$ cat config.mk
export PLATFORM = sky130hd
export DESIGN_NAME = mem_scan_reader_flat
export DESIGN_NICKNAME = d
export VERILOG_FILES = /design/src/rtl/mem_scan_reader_if.sv /design/src/rtl/mem_scan_reader.sv /design/src/flat_wrapper.sv
export SDC_FILE = /design/constraint.sdc
export NUM_CORES = 1
export LEC_CHECK = 0
export ABC_AREA = 1
export BUFFER_PORTS_ARGS = -buffer_cell sky130_fd_sc_hd__buf_2
export CORE_ASPECT_RATIO = 0.8
export CORE_UTILIZATION = 45
export DETAILED_ROUTE_END_ITERATION = 8
export PLACE_DENSITY = 0.68
export SYNTH_ARGS = -nofsm -noshare
export SYNTH_HDL_FRONTEND = slang
export SYNTH_SLANG_ARGS = --single-unit
$ cat constraint.sdc
create_clock -name clk -period 2.2 [get_ports clk]
set_clock_uncertainty 0.05 [all_clocks]
set_input_delay 0.11 -clock clk [delete_from_list [all_inputs] [get_ports clk]]
set_output_delay 0.11 -clock clk [all_outputs]
set_load 0.02 [all_outputs]
$ cat src/rtl/mem_scan_reader_if.sv
// Purpose : memory read port plus output word stream of the scan reader.
// Latency : n/a (wires only)
// Backpressure: out_ready from the sink stalls the stream; memory side has none.
// Ports   : mem_address/mem_write/mem_data_out (memory unit),
//           out_word/out_addr/out_valid/out_ready (valid/ready sink stream).
interface mem_scan_reader_if #(
  parameter int WORD_SIZE = 10,
  parameter int ADDR_SIZE = 8
);
  logic [ADDR_SIZE-1:0] mem_address;
  logic                 mem_write;
  logic [WORD_SIZE-1:0] mem_data_out;
  logic [WORD_SIZE-1:0] out_word;
  logic [ADDR_SIZE-1:0] out_addr;
  logic                 out_valid;
  logic                 out_ready;

  // Scan reader side.
  modport master (
    output mem_address, mem_write, out_word, out_addr, out_valid,
    input  mem_data_out, out_ready
  );

  // Memory unit / sink side.
  modport slave (
    input  mem_address, mem_write, out_word, out_addr, out_valid,
    output mem_data_out, out_ready
  );
endinterface

$ cat src/rtl/mem_scan_reader.sv
// Purpose : walks first..last (inclusive, wrapping) through a 1-cycle-latency memory, streams {addr, word}.
// Latency : first word valid 2 cycles after the first issue cycle; one word per cycle when unstalled.
// Backpressure: 2-entry buffer; issue stalls once buffer + in-flight read would exceed 2, nothing dropped.
// Ports   : clk, rst_n (async active-low), i_start/i_first_addr/i_last_addr (scan command),
//           o_busy/o_done (status), bus (memory port + output stream, master modport).
module mem_scan_reader #(
  parameter int WORD_SIZE = 10,
  parameter int ADDR_SIZE = 8
) (
  input  logic                 clk,
  input  logic                 rst_n,
  input  logic                 i_start,
  input  logic [ADDR_SIZE-1:0] i_first_addr,
  input  logic [ADDR_SIZE-1:0] i_last_addr,
  output logic                 o_busy,
  output logic                 o_done,
  mem_scan_reader_if.master    bus
);

  typedef enum logic [1:0] {S_IDLE, S_READ, S_DRAIN} state_t;

  typedef struct packed {
    logic [ADDR_SIZE-1:0] addr;
    logic [WORD_SIZE-1:0] word;
  } entry_t;

  state_t               r_state;
  state_t               w_state_nxt;
  logic [ADDR_SIZE-1:0] r_ptr;
  logic [ADDR_SIZE:0]   r_remaining;
  logic                 r_inflight;
  logic [ADDR_SIZE-1:0] r_inflight_addr;
  entry_t               r_buf [2];
  logic                 r_wr_idx;
  logic                 r_rd_idx;
  logic [1:0]           r_count;
  logic                 r_done;

  logic                 w_push;
  logic                 w_pop;
  logic                 w_issue;
  logic                 w_last_issue;
  logic                 w_drain_done;
  logic [1:0]           w_outstanding;
  logic [ADDR_SIZE-1:0] w_span;

  assign w_span        = i_last_addr - i_first_addr;
  assign w_push        = r_inflight;
  assign w_pop         = (r_count != 2'd0) && bus.out_ready;
  assign w_outstanding = r_count + {1'b0, r_inflight};

  // A pop in this cycle frees a slot before the new read returns, so issuing
  // alongside it keeps buffer + in-flight at 2 or below while sustaining
  // one word per cycle under continuous out_ready.
  assign w_issue      = (r_state == S_READ) && ((w_outstanding < 2'd2) || w_pop);
  assign w_last_issue = w_issue && (r_remaining == (ADDR_SIZE+1)'(1));

  // Finishes on the edge that empties the buffer with nothing left in flight.
  assign w_drain_done = (r_state == S_DRAIN) && !r_inflight &&
                        ((r_count == 2'd0) || ((r_count == 2'd1) && w_pop));

  always_ff @(posedge clk or negedge rst_n) begin
    if (!rst_n) begin
      r_state <= S_IDLE;
    end else begin
      r_state <= w_state_nxt;
    end
  end

  always_comb begin
    w_state_nxt = r_state;
    case (r_state)
      S_IDLE:  if (i_start)      w_state_nxt = S_READ;
      S_READ:  if (w_last_issue) w_state_nxt = S_DRAIN;
      S_DRAIN: if (w_drain_done) w_state_nxt = S_IDLE;
      default:                   w_state_nxt = S_IDLE;
    endcase
  end

  always_ff @(posedge clk or negedge rst_n) begin
    if (!rst_n) begin
      r_ptr           <= '0;
      r_remaining     <= '0;
      r_inflight      <= 1'b0;
      r_inflight_addr <= '0;
      r_buf[0]        <= '0;
      r_buf[1]        <= '0;
      r_wr_idx        <= 1'b0;
      r_rd_idx        <= 1'b0;
      r_count         <= 2'd0;
      r_done          <= 1'b0;
    end else begin
      if ((r_state == S_IDLE) && i_start) begin
        r_ptr       <= i_first_addr;
        r_remaining <= {1'b0, w_span} + (ADDR_SIZE+1)'(1);
      end else if (w_issue) begin
        r_ptr       <= r_ptr + ADDR_SIZE'(1);
        r_remaining <= r_remaining - (ADDR_SIZE+1)'(1);
      end

      // Memory data for the address issued last cycle is valid now.
      r_inflight <= w_issue;
      if (w_issue) begin
        r_inflight_addr <= r_ptr;
      end

      if (w_push) begin
        r_buf[r_wr_idx] <= '{addr: r_inflight_addr, word: bus.mem_data_out};
        r_wr_idx        <= ~r_wr_idx;
      end
      if (w_pop) begin
        r_rd_idx <= ~r_rd_idx;
      end
      case ({w_push, w_pop})
        2'b10:   r_count <= r_count + 2'd1;
        2'b01:   r_count <= r_count - 2'd1;
        default: r_count <= r_count;
      endcase

      r_done <= w_drain_done;
    end
  end

  assign bus.mem_address = r_ptr;
  assign bus.mem_write   = 1'b0;
  assign bus.out_word    = r_buf[r_rd_idx].word;
  assign bus.out_addr    = r_buf[r_rd_idx].addr;
  assign bus.out_valid   = (r_count != 2'd0);

  // The done cycle is already IDLE, so busy drops exactly as done rises.
  assign o_busy = (r_state != S_IDLE);
  assign o_done = r_done;

endmodule

$ cat src/flat_wrapper.sv
// flat-port wrapper written by rule: the top's interface ports become plain ports
module mem_scan_reader_flat 
#(
  parameter int WORD_SIZE = 10,
  parameter int ADDR_SIZE = 8
)
  (clk, rst_n, i_start, i_first_addr, i_last_addr, o_busy, o_done, bus_mem_address, bus_mem_write, bus_out_word, bus_out_addr, bus_out_valid, bus_mem_data_out, bus_out_ready);
  mem_scan_reader_if #(.WORD_SIZE(WORD_SIZE), .ADDR_SIZE(ADDR_SIZE)) bus_i ();
  input  logic clk;
  input  logic rst_n;
  input  logic i_start;
  input  logic [ADDR_SIZE-1:0] i_first_addr;
  input  logic [ADDR_SIZE-1:0] i_last_addr;
  output logic o_busy;
  output logic o_done;
  output wire logic [$bits(bus_i.mem_address)-1:0] bus_mem_address;
  output wire logic [$bits(bus_i.mem_write)-1:0] bus_mem_write;
  output wire logic [$bits(bus_i.out_word)-1:0] bus_out_word;
  output wire logic [$bits(bus_i.out_addr)-1:0] bus_out_addr;
  output wire logic [$bits(bus_i.out_valid)-1:0] bus_out_valid;
  input wire logic [$bits(bus_i.mem_data_out)-1:0] bus_mem_data_out;
  input wire logic [$bits(bus_i.out_ready)-1:0] bus_out_ready;
  assign bus_mem_address = bus_i.mem_address;
  assign bus_mem_write = bus_i.mem_write;
  assign bus_out_word = bus_i.out_word;
  assign bus_out_addr = bus_i.out_addr;
  assign bus_out_valid = bus_i.out_valid;
  assign bus_i.mem_data_out = bus_mem_data_out;
  assign bus_i.out_ready = bus_out_ready;
  mem_scan_reader #(.WORD_SIZE(WORD_SIZE), .ADDR_SIZE(ADDR_SIZE)) u_core (.clk(clk), .rst_n(rst_n), .i_start(i_start), .i_first_addr(i_first_addr), .i_last_addr(i_last_addr), .o_busy(o_busy), .o_done(o_done), .bus(bus_i));
endmodule
---- After elaboration in Yosys (flattened, before gate mapping) ----
Index checks and enable logic that the tools add are counted.
W data, S select, Z words.
operators by class
  add/sub/neg operators ................... 7
  order comparisons ....................... 4
  equality and inequality tests ........... 9
  multiplexer cells ....................... 15
  bitwise logic cells ..................... 4
  reductions and logical operators ........ 18
operators by type and width
  kind                   count
  $mux W18               4
  $bwmux W36             1
  $demux W18 S1          1
  $mux W9                2
  $mux W8                2
  $add A8 B1 Y9 const B  1
  $eq A9 B1 Y1 const B   1
  $sub A9 B1 Y9 const B  1
  $add A8 B1 Y8 const B  1
  $logic_and A1 B1 Y1    8
  $reduce_bool A2 Y1     4
  $sub A8 B8 Y8          1
  $eq A2 B1 Y1 const B   3
  $mux W2                3
  $pmux W2 S3            1
  $eq A2 B2 Y1 const B   2
  $ge A2 B2 Y1 const B   2
  $logic_not A2 Y1       2
  $ne A2 B1 Y1 const B   2
  $not A1 Y2             2
  $pmux W2 S2            1
  $reduce_and A3 Y1      1
  $add A2 B1 Y2          1
  $add A2 B1 Y2 const B  1
  7 further kinds        9
word-level totals
  bits in registers ....................... 69
  output and inout port bits .............. 30
  word-level logic and storage cells ...... 70

---- Logic depth before layout (Yosys ltp) ----
Gate-level depths: netlist of run 1.
  depth after elaboration ................. 7
  depth in mapped cells ................... 15

---- Worst setup path after synthesis of run 1 ----
Ideal clock, no wire load.
  kind .................................... flip-flop to flip-flop
  start ................................... register u_core.r_count[0]
  end ..................................... register u_core.r_remaining[3]
  setup time .............................. 94 ps
  arrival ................................. 1585 ps
  data required time ...................... 2056 ps
  setup slack ............................. 472 ps
  stages on the path, launching flop included .. 11
  path buffers ............................ 1
  period minus slack after synthesis ...... 1728 ps
  cell sequence ........................... dfrtp_1 inv_1 ha_1 inv_1 nand2_1 nand3_1 nand2_2 nand2_1 buf_4 nor2_1 a211oi_1
on the way
  word-level cells in the longest chain between the ends .. 5
RTL lines
  element                              line                    text
  start, declared                      mem_scan_reader.sv:36   logic [1:0] r_count;
  start signal, assigned               mem_scan_reader.sv:115  2'b10: r_count <= r_count + 2'd1;
  start signal, assigned               mem_scan_reader.sv:116  2'b01: r_count <= r_count - 2'd1;
  start signal, assigned               mem_scan_reader.sv:117  default: r_count <= r_count;
  $reduce_bool A2 Y1                   --
  named net bus_out_valid              flat_wrapper.sv:20      output wire logic [$bits(bus_i.out_valid)-1:0] bus_out_valid;
  $logic_and A1 B1 Y1                  mem_scan_reader.sv:49   assign w_pop = (r_count != 2'd0) && bus.out_ready;
  $logic_or A1 B1 Y1                   mem_scan_reader.sv:55   assign w_issue = (r_state == S_READ) && ((w_outstanding < 2'd2) || w_pop);
  $logic_and A1 B1 Y1                  mem_scan_reader.sv:55
  $reduce_bool A2 Y1 (no source line)  --
  end signal, assigned                 mem_scan_reader.sv:95   r_remaining <= {1'b0, w_span} + (ADDR_SIZE+1)'(1);
  end signal, assigned                 mem_scan_reader.sv:98   r_remaining <= r_remaining - (ADDR_SIZE+1)'(1);
  end, declared                        mem_scan_reader.sv:30   logic [ADDR_SIZE:0] r_remaining;
The timed path passes the listed nets, and every way through them passes these cells.
A chain may end at the register's enable or synchronous reset.

---- Final worst setup path of run 1 ----
  start ................................... input port i_first_addr[0]
  end ..................................... register u_core.r_remaining[7]
on the way
  word-level cells in the longest chain between the ends .. 3
RTL lines
  element          line                   text
  start, declared  flat_wrapper.sv:12     input logic [ADDR_SIZE-1:0] i_first_addr;
  $sub A8 B8 Y8    mem_scan_reader.sv:47  assign w_span = i_last_addr - i_first_addr;
  $add A8 B1 Y9    mem_scan_reader.sv:95
  $mux W9          mem_scan_reader.sv:93  if ((r_state == S_IDLE) && i_start) begin
No other way between the ends.

==> flow_metrics.tcl, run 1 <==
set metrics [dict create \
    finalNonFillerCells 681 \
    path_clk_slew_ps 80 \
    cp.required_ps 2390 \
    syn_to_final_growth_pct 19.4 \
    yosysSeqAreaShare_pct 45.1 \
    rows 29 \
    reg2reg_depth 10 \
    routed_wl_mm 8.59 \
    cts_max_path_buffers 2 \
    startpoint "i_first_addr[0]" \
    start_util_pct 47.3 \
    htree_levels 3 \
    insertedDiodeCount 0 \
    power_leakage_nw 2.40 \
    fillers 757 \
    hold_slack_ps 34.9 \
    muxShareOfSynthArea_pct 0 \
    yosys-top-cells-count "nand2_1, dfrtp_1, inv_1, o21ai_0, nand3_1" \
    grt_pass1_wl_mm 14.6 \
    drv_cap 0 \
    dp_cells 653 \
    grt_max_degree 70 \
    hold_class "input port to register" \
    cts_tree "done" \
    via_per_inst 5.01 \
    yosys_warnings 0 \
    final_antenna_net_count 0 \
    max_freq_mhz 483 \
    synthCells 499 \
    ys_top_cells_by_area "dfrtp_1, nand2_1, o21ai_0, inv_1, ha_1" \
    core_area_um2 8090 \
    outcome "finished, final reports clean" \
    arrival_ps 2260 \
    synth_top_area_cell "dfrtp_1" \
    first_iter_violations 201 \
    fin_crit_sh_pct 94.1 \
    dieHeight_um 84.5 \
    setup_ws_ps 130 \
    tns_ps 0 \
    synth_top_area_share_pct 45.1 \
    ios 60 \
    numCtsBuffers 9 \
    final.min_clock_period_ps 2070 \
    relSlewSlack_pct 59.7 \
    power_density_nw_per_um2 1430 \
    ir_drop_mv 0.856 \
    synth.avg_cell_area_um2 7.67 \
    grt_usage_pct 20.8 \
    grt_pass1_vias 3187 \
    cp_max_fo 4 \
    report.final.hold_viol_count 0 \
    reg2reg_slack_ps 240 \
    synth-simple-area-share_pct 26.6 \
    dieWidth_um 105 \
    clock_latency_ps 340 \
    dp_slack_ps 264 \
    reg2reg_from "u_core.r_count[0]$_DFFE_PN0P_" \
    setup-violations-final 0 \
    synth_area_um2 3830 \
    yosysMostFrequentCell "nand2_1" \
    cts_root_buf "clkbuf_8" \
    synth-compound-area-share_pct 11.6 \
    criticalPathCategory "input port to register" \
    endpoint "u_core.r_remaining[7]$_DFFE_PN0P_" \
    fin_nets 613 \
    dr.pass1.iters 4 \
    fin_util_pct 56.5 \
    synthAdderAreaFrac_pct 5.10 \
    numClockSinks 69 \
    synth_top_family_by_area "simple AND/OR/NAND/NOR gates" \
    drive_gt1_share_pct 18.8 \
    finalMaxSlewViolations 0 \
    cp-end-kind "register" \
    gp_congestion 0.840 \
    startpoint_type "input port" \
    antenna_found_initial 0 \
    overflow 0 \
    r2r_end "u_core.bus.mem_address[4]$_DFFE_PN0P_" \
    io_buffer_count 58 \
    ys_ff_latch 69 \
    synth_ff_type "dfrtp_1" \
    wire_per_inst_um 12.6 \
    synth_xor_area_share_pct 2.75 \
    syn-num-nets 544 \
    synth-async-reset-ratio_pct 100 \
    route.detailed.drc 0 \
    rsz0062_at_grt "no" \
    vias 3413 \
    place_hpwl_mm 6.06 \
    dieArea_um2 8880 \
    synth_edf_count 0 \
    synth_cell_types 37 \
    tightest_slew_ps 604 \
]
==> layer usage <==
metal / track usage [%] / routed length (µm)
met1: 29.0 / 4120
met2: 31.8 / 3900
met3: 5.43 / 470
met4: 6.66 / 104
met5: 0 / 0
==> worst min-delay path by stage <==
| stage | from | end | slack, ps | cells after the start |
|---|---|---|---|---|
| final | i_first_addr[6] | u_core.bus.mem_address[6]$_DFFE_PN0P_ | 30 | 3 |
| after global routing | i_first_addr[6] | u_core.bus.mem_address[6]$_DFFE_PN0P_ | 40 | 3 |
| after floorplan | rst_n | u_core.bus.mem_address[0]$_DFFE_PN0P_ | -240 | 0 |
| after global placement | rst_n | u_core.r_buf[25]$_DFFE_PN0P_ | 110 | 2 |
| after CTS | i_first_addr[6] | u_core.bus.mem_address[6]$_DFFE_PN0P_ | 20 | 3 |
| after detailed placement | rst_n | u_core.r_buf[26]$_DFFE_PN0P_ | 120 | 2 |
==> placed cells by master, fill, tap and decap left out, types with 3 or more instances in the layout <==
cell type	netlist	layout
nor2_4	3	3
nand2_1	154	154
a21oi_1	9	8
inv_1	61	60
nand2_2	11	11
nand3_1	30	30
clkbuf_8	0	9
buf_2	6	57
inv_2	7	8
o211ai_1	3	3
xor2_1	7	7
ha_1	14	13
o21ai_0	53	53
dlygate4sd3_1	0	13
nor3_1	6	6
buf_4	2	4
nor2_1	23	23
xnor2_1	5	5
o221ai_1	4	4
o21ai_1	4	4
dfrtp_1	69	69
clkinv_2	0	3
==> critical path: stages <==
cell and delay, ps:
dlygate4sd3_1 600, ha_1 180, inv_2 60, fa_2 550
nand2_1 90, nor2_4 150, nand3_1 100, nor2_2 120
nand3_1 80, nand2_1 60, nand3_1 70, nand2_1 60
nand2_1 40
==> power breakdown <==
group | total [mW] | leakage (nW) | internal (mW) | switching, mW
logic | 3.11 | 1.45 | 1.07 | 2.04
clock network | 1.12 | 0.105 | 0.631 | 0.485
registers | 2.30 | 0.845 | 1.88 | 0.418
==> per-stage QoR <==
stage,cell area (µm²),power (mW)
2_1_floorplan,3830,4.53
3_3_place_gp,4230,5.32
3_5_place_dp,4230,5.42
4_1_cts,4570,6.58
5_1_grt,4570,7.10
6_report,4570,6.53
==> what timing repair did <==
action	CTS	global route
gates resized for setup	0	4
setup endpoints to repair	0	2
hold buffers	13	0
buffers inserted	0	0
hold endpoints to repair	91	0
==> area by class of cell <==
| class | count | area [µm²] | share of cell area [%] |
|---|---|---|---|
| multi-input cells | 345 | 1780 | 38.9 |
| flip-flops and latches | 69 | 1730 | 37.8 |
| repair buffers | 75 | 465 | 10.2 |
| inverters | 68 | 255 | 5.58 |
| well taps | 108 | 135 | 2.95 |
| clock buffers | 9 | 124 | 2.71 |
| clock inverters | 7 | 90.1 | 1.97 |
==> logic make-up after synthesis <==
group                      count (synthesis)
AOI/OAI and AO/OA                         80
and+or+nand+nor                          237
buffers and inverters                     85
other                                      1
DFF                                       69
xor gates and xnor gates                  12
adders and majority gates                 15
==> registers in the layout (all words and copies together), names as in the netlist, 2 cells and up <==
register / flops
u_core.r_remaining: 9
u_core.r_inflight_addr: 8
u_core.r_state: 2
u_core.r_count: 2
u_core.bus.mem_address: 8
u_core.r_buf: 36
No activity file was read; power rests on OpenSTA's default activity.
==> inputs of run 2 (changes only) <==
--- a/config.mk
+++ b/config.mk
@@ -10,6 +10,8 @@
 export CORE_ASPECT_RATIO = 0.8
 export CORE_UTILIZATION = 45
 export DETAILED_ROUTE_END_ITERATION = 8
+export GPL_TIMING_DRIVEN = 0
+export MAX_ROUTING_LAYER = met4
 export PLACE_DENSITY = 0.68
 export SYNTH_ARGS = -nofsm -noshare
 export SYNTH_HDL_FRONTEND = slang
==> run 2 against run 1 <==
First-iteration DRC count increased by 26%; final cell count increased by 1.0%; via count is essentially flat; global-route usage grew 1.5 points; sequential share of layout area increased by 0.15 points; die area stayed put; power grew 1.5%; combinational power increased by 4%; fmax rose by 4.3%; largest cell class unchanged.
==> flow_metrics.tcl, run 2 (same netlist as run 1, synthesis figures left out) <==
set metrics [dict create \
    tightest_slew_ps 847 \
    dr.pass1.iters 5 \
    grt_usage_pct 22.4 \
    design_area_um2 4560 \
    r2r_end "u_core.bus.mem_address[2]$_DFFE_PN0P_" \
    drive_gt1_share_pct 18.4 \
    insertedDiodeCount 0 \
    p_comb_share_pct 48.7 \
    pwr-share-clk_pct 16.7 \
    rsz0062_at_grt "no" \
    hold_slack_ps 10.0 \
    cp_max_fo 10 \
    outcome "finished, final reports clean" \
    placed_area_um2 4260 \
    reg2reg_depth 10 \
    wire_per_inst_um 12.8 \
    relSlewSlack_pct 43.5 \
    hold_end "u_core.r_buf[23]$_DFFE_PN0P_" \
    fin_crit_sh_pct 90.2 \
    layout_common_cells "nand2_1, dfrtp_1, buf_2" \
    max_freq_mhz 504 \
    via_per_inst 4.96 \
    arrival_ps 1820 \
    min-delay-start "bus_mem_data_out[5]" \
    criticalPathCategory "register to output pin" \
    start_util_pct 47.3 \
    dieArea_um2 8880 \
    seqPwrFrac_pct 34.6 \
    report.final.hold_viol_count 0 \
    dp_cells 665 \
    antenna_found_initial 0 \
    fin_nets 621 \
    wl_met3_um 453 \
    grt_max_degree 70 \
    final_common_cell "nand2_1" \
    internal_power_mw 3.64 \
    reg2reg_from "u_core.r_count[0]$_DFFE_PN0P_" \
    cts_tree "done" \
    fin_util_pct 56.3 \
    grt_pass1_vias 3295 \
    core_area_um2 8090 \
    finalNonFillerCells 688 \
    setup_ws_ps 216 \
    vias 3411 \
    first_iter_violations 253 \
    drv_cap 0 \
    hold_class "input port to register" \
    max_flop_register "u_core.r_buf" \
    htree_levels 3 \
    place_hpwl_mm 6.64 \
    dp_slack_ps 152 \
    cp.required_ps 2040 \
    finalMaxSlewViolations 0 \
    final_antenna_net_count 0 \
    m1WireLength_mm 4.41 \
    gp_congestion 0.869 \
    power_density_nw_per_um2 1460 \
    power_leakage_nw 2.41 \
    cts_root_buf "clkbuf_8" \
    largest_register_ffs 36 \
    p_sw_mw 2.98 \
    overflow 0 \
    tns_ps 0 \
    cts_setup_buffers 0 \
    p_total_mw 6.63 \
    startpoint_type "register" \
    hold_depth 3 \
    setup-violations-final 0 \
    reg2reg_slack_ps 290 \
    route.detailed.drc 0 \
    reg_top3 "u_core.r_buf x36, u_core.r_remaining x9" \
    dieHeight_um 84.5 \
    numCtsBuffers 9 \
    numClockSinks 69 \
    rows 29 \
    ir_drop_mv 0.583 \
    routed.top_layer "met4" \
    ios 60 \
    grt_pass1_wl_mm 15.3 \
    routed_wl_mm 8.84 \
    io_buffer_count 58 \
    syn_to_final_growth_pct 19.0 \
    swShare_pct 45.0 \
    clock_latency_ps 320 \
    dieWidth_um 105 \
    cts_max_path_buffers 2 \
    path_clk_slew_ps 70 \
    ctsResizeCount 0 \
    final.min_clock_period_ps 1980 \
    dr_wl_met2_mm 3.92 \
    cp-end-kind "output pin" \
]
[run 2: cell count changes in the layout (fill, tap and decap cells not counted), moves of 2 or more]
cell / before / now
clkinvlp_4: 2 / 0
buf_2: 57 / 63
dlygate4sd3_1: 13 / 9
clkbuf_1: 0 / 8
[run 2: layout make-up]
class / instances / area [µm²]
timing repair buffer: 67 / 383
sequential: 69 / 1730
tap: 108 / 135
fill: 759 / 3540
inverter: 68 / 255
multi-input combinational: 345 / 1770
clock buffer: 10 / 138
buffer: 16 / 75.1
clock inverter: 5 / 75.1
[run 2: power by group through the flow]
stage	Sequential (mW)	Clock [mW]	Combinational, mW
after floorplan	2.29	0	2.23
after global placement	2.29	0	3.15
after detailed placement	2.30	0	3.23
after CTS	2.29	1.13	3.25
after global routing	2.37	1.19	3.68
final	2.29	1.11	3.23
[run 2: timing repair]
item | CTS | global route
hold buffers | 8 | 1
endpoints found under the hold margin | 80 | 1
endpoints found under the setup margin | 0 | 10
[run 2: worst max-delay path, stage by stage, from the launching register on]
cell and delay (ps):
dfrtp_1 320, clkbuf_1 360, clkbuf_1 450, nand2_1 90, nand2_1 110, buf_2 170
[run 2: per-layer routing]
metal,track usage [%],up-vias
met4,3.71,0
met2,33.0,78
met5,-,-
li1,-,1729
met1,31.2,1598
met3,6.21,6
[run 2: how the worst max path moves through the flow]
stage / start / end / cells past startpoint
floorplan: u_core.r_count[0]$_DFFE_PN0P_ / u_core.r_remaining[3]$_DFFE_PN0P_ / 10
global placement: i_last_addr[0] / u_core.r_remaining[8]$_DFFE_PN0P_ / 14
detailed placement: i_last_addr[0] / u_core.r_remaining[8]$_DFFE_PN0P_ / 14
CTS: u_core.r_rd_idx$_DFFE_PN0P_ / bus_out_addr[1] / 6
global route: u_core.r_rd_idx$_DFFE_PN0P_ / bus_out_addr[0] / 5
finish: u_core.r_rd_idx$_DFFE_PN0P_ / bus_out_addr[1] / 5
